### config.mk
export PLATFORM = sky130hd
export DESIGN_NAME = regfile_mp_sb
export DESIGN_NICKNAME = d
export VERILOG_FILES = /design/src/rtl/regfile_mp_sb.sv
export SDC_FILE = /design/constraint.sdc
export NUM_CORES = 2
export LEC_CHECK = 0
export CAP_MARGIN = 10
export CORE_ASPECT_RATIO = 2
export CORE_MARGIN = 8
export CORE_UTILIZATION = 25
export CTS_CLUSTER_SIZE = 24
export DETAILED_ROUTE_END_ITERATION = 10
export SKIP_CTS_REPAIR_TIMING = 1
export SLEW_MARGIN = 20
export SYNTH_ARGS = -nofsm -noshare
export SYNTH_HDL_FRONTEND = slang
export SYNTH_SLANG_ARGS = --single-unit
### constraint.sdc
create_clock -name clk -period 9.8 [get_ports clk]
set_input_delay 1.96 -clock clk [delete_from_list [all_inputs] [get_ports clk]]
set_output_delay 1.96 -clock clk [all_outputs]
set_load 0.1 [all_outputs]
### src/rtl/regfile_mp_sb.sv
// Multi-port register file with a per-register pending-write scoreboard.
// Optional same-cycle write-to-read bypass: REGFILE_WR_BYPASS_EN.
module regfile_mp_sb #(
  parameter int DATA_W   = 32,
  parameter int ADDR_W   = 5,
  parameter int NUM_REGS = 32,
  parameter int NUM_RD   = 3,
  parameter int NUM_WR   = 2
) (
  input  logic                          clk,
  input  logic                          rst_n,
  input  logic [NUM_RD*ADDR_W-1:0]      rd_addr,
  output logic [NUM_RD*DATA_W-1:0]      rd_data,
  output logic [NUM_RD-1:0]             rd_busy,
  input  logic [NUM_WR-1:0]             wr_en,
  input  logic [NUM_WR*ADDR_W-1:0]      wr_addr,
  input  logic [NUM_WR*DATA_W-1:0]      wr_data,
  input  logic                          rsv_en,
  input  logic [ADDR_W-1:0]             rsv_addr,
  input  logic                          flush,
  output logic [$clog2(NUM_REGS+1)-1:0] pend_cnt
);

  localparam int CNT_W = $clog2(NUM_REGS + 1);

  logic [DATA_W-1:0]   regs [NUM_REGS];
  logic [NUM_REGS-1:0] busy;
  logic [NUM_REGS-1:0] busyNext;
  logic [CNT_W-1:0]    cntNext;

  logic [ADDR_W-1:0] wrA  [NUM_WR];
  logic [DATA_W-1:0] wrD  [NUM_WR];
  logic              wrOk [NUM_WR];

  // x0 and anything beyond the implemented registers behave as a sink
  function automatic logic validAddr(input logic [ADDR_W-1:0] a);
    return (a != '0) && (int'(a) < NUM_REGS);
  endfunction

  for (genvar w = 0; w < NUM_WR; w++) begin : gWr
    assign wrA[w]  = wr_addr[w*ADDR_W +: ADDR_W];
    assign wrD[w]  = wr_data[w*DATA_W +: DATA_W];
    assign wrOk[w] = wr_en[w] && validAddr(wrA[w]);
  end

  always_comb begin
    busyNext = busy;
    for (int w = 0; w < NUM_WR; w++) begin
      if (wrOk[w]) busyNext[wrA[w]] = 1'b0;
    end
    // a reserve marks a newer producer, so it overrides a retiring write
    if (rsv_en && validAddr(rsv_addr)) busyNext[rsv_addr] = 1'b1;
    if (flush) busyNext = '0;
    busyNext[0] = 1'b0;
  end

  always_comb begin
    cntNext = '0;
    for (int r = 0; r < NUM_REGS; r++) begin
      cntNext = cntNext + CNT_W'(busyNext[r]);
    end
  end

  always_ff @(posedge clk) begin
    if (!rst_n) begin
      for (int r = 0; r < NUM_REGS; r++) regs[r] <= '0;
      busy     <= '0;
      pend_cnt <= '0;
    end else begin
      // ascending order: the highest-indexed port lands last
      for (int w = 0; w < NUM_WR; w++) begin
        if (wrOk[w]) regs[wrA[w]] <= wrD[w];
      end
      busy     <= busyNext;
      pend_cnt <= cntNext;
    end
  end

  for (genvar k = 0; k < NUM_RD; k++) begin : gRd
    logic [ADDR_W-1:0] ra;
    logic [DATA_W-1:0] rdD;
    logic              rdB;

    assign ra = rd_addr[k*ADDR_W +: ADDR_W];

    always_comb begin
      rdD = '0;
      rdB = 1'b0;
      if (validAddr(ra)) begin
        rdD = regs[ra];
        rdB = busy[ra];
      end
`ifdef REGFILE_WR_BYPASS_EN
      for (int w = 0; w < NUM_WR; w++) begin
        if (wrOk[w] && (wrA[w] == ra)) begin
          rdD = wrD[w];
          rdB = 1'b0;
        end
      end
`else
`endif
    end

    assign rd_data[k*DATA_W +: DATA_W] = rdD;
    assign rd_busy[k]                  = rdB;
  end

endmodule
# After elaboration in Yosys (flattened, before gate mapping)
# Memories as Yosys holds them, arrays and structs flattened.
# Index checks and enable logic that the tools add are counted.
# Widths: inputs -> output; s select.
# classes
n_mux	35
reduce_logical	14
addsub	30
magnitude_cmp	9
bitwise_logic	5
# ops
operator	count
$mux 32	9
$add 6x1->6	25
$and 32x32->32	2
$not 32->32	2
$reduce_or 32->1	2
$lt 5x6->1 const B	6
$or 32x32->32	1
$reduce_bool 5->1	6
$mux 1	18
$bmux 1 s5	3
$demux 1 s5	3
$ge 5x1->1 const B	3
$mux 5	2
$add 5x1->6	1
$logic_and 1x1->1	6
$add 4x1->5	1
$add 3x1->4	1
$add 2x1->3	1
$add 1x1->2	1
# word_totals
input_bits	100
ramBits	1024
memories	1
word_cells	97
ff_bits	38
output_inout_bits	105
# memory_table
memory	words	width	rd	rd_clocked_by_memory_dff	write_ports	line_no	rtl
regs	32	32	3	0	32	26	logic [DATA_W-1:0] regs [NUM_REGS];

# Longest topological paths before layout
# logic_depth
ltp_word	42
mapped_depth	20
mapped_depth_nobuf	19

# Least setup slack after synthesis
# OpenSTA, ideal clock, no wires.
# synth_path
path_kind	input -> output
start	in rd_addr[11]
end	out rd_data[93]
cell_stages	8
path_slack_ns	2.391
n_path_buf	4
t_required_ns	7.840
t_arrival_ns	5.449
path_cell_list	buf_4 buf_6 nor2b_1 buf_2 buf_6 a221oi_1 o21ai_1 a311oi_1
# synth_between
elab_chain_len	2
elab_cells_between_ends	3
classes_between	1 x mux; 1 x reduce/logical; 1 x memory
# synth_rtl
item	line_no	rtl
from (decl)	12	input logic [NUM_RD*ADDR_W-1:0] rd_addr,
$mem_v2 32x32 or $reduce_bool 5->1 (tied branches)	-	
$mux 32 *	89	if (validAddr(ra)) begin
to (decl)	13	output logic [NUM_RD*DATA_W-1:0] rd_data,
# Every way passes the cells marked *; elsewhere a longest branch is shown, timed or not.

# Worst setup path in the final report
# layout_path
start	in rd_addr[9]
end	out rd_data[39]
# The elaborated chain is that of the path after synthesis.

==> flow_summary.json <==
{
  "hold-worst-slack_ps": 651,
  "worstRegToRegCells": 18,
  "ioPinCount": 205,
  "async_flop_share_pct": 0,
  "final_layout_size_suffix_gt1_share_pct": 29.7,
  "power_density_nw_per_um2": 163,
  "first_global_vias": 54600,
  "cap_violations": 0,
  "hold_violations": 0,
  "synthDistinctLibCells": 63,
  "core_um2": 282000,
  "post-place-ws_ps": 1330,
  "cts.sinks": 1061,
  "critPathRequiredTime_ps": 7840,
  "tns_ps": 0,
  "synth_warnings": 0,
  "end_kind": "output port",
  "setup.worst_path.end": "rd_data[39]",
  "dr.pass1.iters": 8,
  "vias_per_cell": 6.66,
  "synth-main-ff-cell": "edfxtp_1",
  "insertion_delay_ps": 780,
  "drc": 0,
  "yosys.cell_count.top_type": "edfxtp_1",
  "rsz0062_at_grt": "no",
  "fin_ws_ps": 1320,
  "final_area_um2": 80600,
  "relSlewSlack_pct": 10.5,
  "die_w_um": 392,
  "dp_hpwl_mm": 198,
  "worst-path-max-fanout": 24,
  "dp_cells": 8451,
  "arrival_ps": 6520,
  "syn-cell-area_um2": 70600,
  "rr_endpoint": "pend_cnt[4]",
  "die_h_um": 768,
  "seq_area_frac_synth_pct": 44.6,
  "die_area_um2": 301000,
  "nets": 4952,
  "clockRootBuffer": "clkbuf_16",
  "grt_pass1_wl_mm": 455,
  "ys_ff_latch": 1061,
  "cellLeakagePower_nw": 26.1,
  "gp_congestion": 0.937,
  "antenna_found_initial": 31,
  "fin_crit_sh_pct": 86.5,
  "grt_remaining_overflow": 0,
  "io_buffers": 204,
  "grt_util_all_layers_pct": 21.4,
  "ir_drop_mv": 0.177,
  "setup_violations": 0,
  "period_needed_ps": 8480,
  "outcome": "finished, final reports clean",
  "clock_skew_ps": 27.9,
  "worst_pin_slew_ps": 1330,
  "cts.clk_slew.worst_paths_ps": 60,
  "worst-setup-path-type": "input port to output port",
  "yosysTopAreaCell": "edfxtp_1",
  "vias": 58000,
  "placedInstanceArea_um2": 76500,
  "syn2layout_area_growth_pct": 14.2,
  "grt_max_degree": 82,
  "rrSetupSlack_ps": 4420,
  "hold_path_class": "flip-flop to flip-flop",
  "rows": 276,
  "synth_edf_count": 1024,
  "h-tree-depth": 3,
  "final_cells": 8699,
  "max_freq_ghz": 0.118,
  "min_path_cells": 3,
  "tritoncts": "yes",
  "initialDrtViolationCount": 10600,
  "syn-instance-count": 4937,
  "ant_nets": 0,
  "synthTopCellsByArea": "edfxtp_1 44%, mux4_2 22%, a22o_1 12%",
  "wl_per_cell_um": 39.0,
  "startpoint": "rd_addr[9]",
  "crit_path_start_kind": "input port",
  "r2r_start": "busy[26]",
  "cts_made_buffers": 121,
  "maxSlewViolCount": 0,
  "synth_common_cells": "1,024 x edfxtp_1, 941 x a22o_1, 690 x mux4_2, 320 x clkbuf_1, 266 x buf_2",
  "wl_mm": 339,
  "syn_area_per_cell_um2": 14.3,
  "start_util_pct": 25.1,
  "synth_top_area_share_pct": 43.6,
  "cts_buffer_depth": 3
}
cells by family after synthesis:
| family | after synthesis | share of synthesized area [%] |
|---|---|---|
| AOI/OAI and AO/OA | 1663 | 19.1 |
| xor gates and xnor gates | 1 | 0.0124 |
| adders and majority gates | 30 | 0.776 |
| buffers and inverters | 770 | 5.49 |
| DFF | 1061 | 44.6 |
| muxes | 990 | 26.4 |
| other | 1 | 0.00531 |
| and+or+nand+nor | 421 | 3.52 |
layer usage:
metal / global-route usage, % / share of wire [%] / vias up
met5: 0.788 / 0.13 / -
met4: 13.8 / 7.8 / 26
met3: 10.6 / 18 / 1394
met2: 29.1 / 40 / 6254
met1: 26.4 / 34 / 29400
li1: - / - / 20900
stage by stage:
stage | power (mW) | util [%]
after floorplan | 7.23 | -
after global placement | 8.20 | 27.1
after detailed placement | 8.22 | 27.1
after CTS | 13.0 | 28.6
after global routing | 13.3 | 28.6
final | 13.1 | 28.6
worst max-delay path: stages:
cell,delay [ps]
buf_2,640
or2_2,240
or4_2,1000
o21ai_0,650
a311oi_1,730
clkdlybuf4s50_1,1280
worst min-delay path by stage:
stage	slack [ps]	to	start
6_report	650	busy[28]	busy[28]
5_1_grt	700	busy[28]	busy[28]
4_1_cts	650	busy[28]	busy[28]
3_5_place_dp	640	busy[28]	busy[28]
3_3_place_gp	650	busy[28]	busy[28]
2_1_floorplan	580	busy[28]	busy[28]
layout by cell type (no fill, tap or decap), drive strengths merged, types with 5 or more instances in the layout:
cell,instances
edfxtp,1024
a22o,990
mux4,690
buf,309
o21ai,205
mux2i,198
clkdlybuf4s50,161
clkbuf,149
nand2,110
nor2b,110
mux2,102
a22oi,99
a311oi,99
a211oi,96
a221oi,75
nor2,60
clkinv,56
dfxtp,37
nand2b,37
nor3,33
conb,32
o221ai,31
inv,31
o2111ai,24
fa,23
a21oi,21
and2,21
bufinv,20
diode,18
a21o,18
ha,7
nand4b,6
and4b,6
nand4bb,6
or2,5
where the power goes:
| group | switching [mW] | internal (mW) |
|---|---|---|
| Clock | 2.03 | 2.84 |
| Sequential | 0.204 | 5.27 |
| Combinational | 1.85 | 0.921 |
registers in the layout, summed over array words and instances, names as in the netlist:
name      count
busy         31
pend_cnt      6
regs       1024
area by class of cell:
| cell class | count | area, um^2 |
|---|---|---|
| Inverter | 31 | 129 |
| Antenna cell | 18 | 45.0 |
| Tap cell | 3753 | 4700 |
| Clock inverter | 80 | 923 |
| Sequential cell | 1061 | 31500 |
| Fill cell | 28400 | 201000 |
| Timing Repair Buffer | 470 | 4150 |
| Multi-Input combinational cell | 3137 | 36000 |
| Clock buffer | 149 | 3220 |
(Power assumes the default switching activity.)
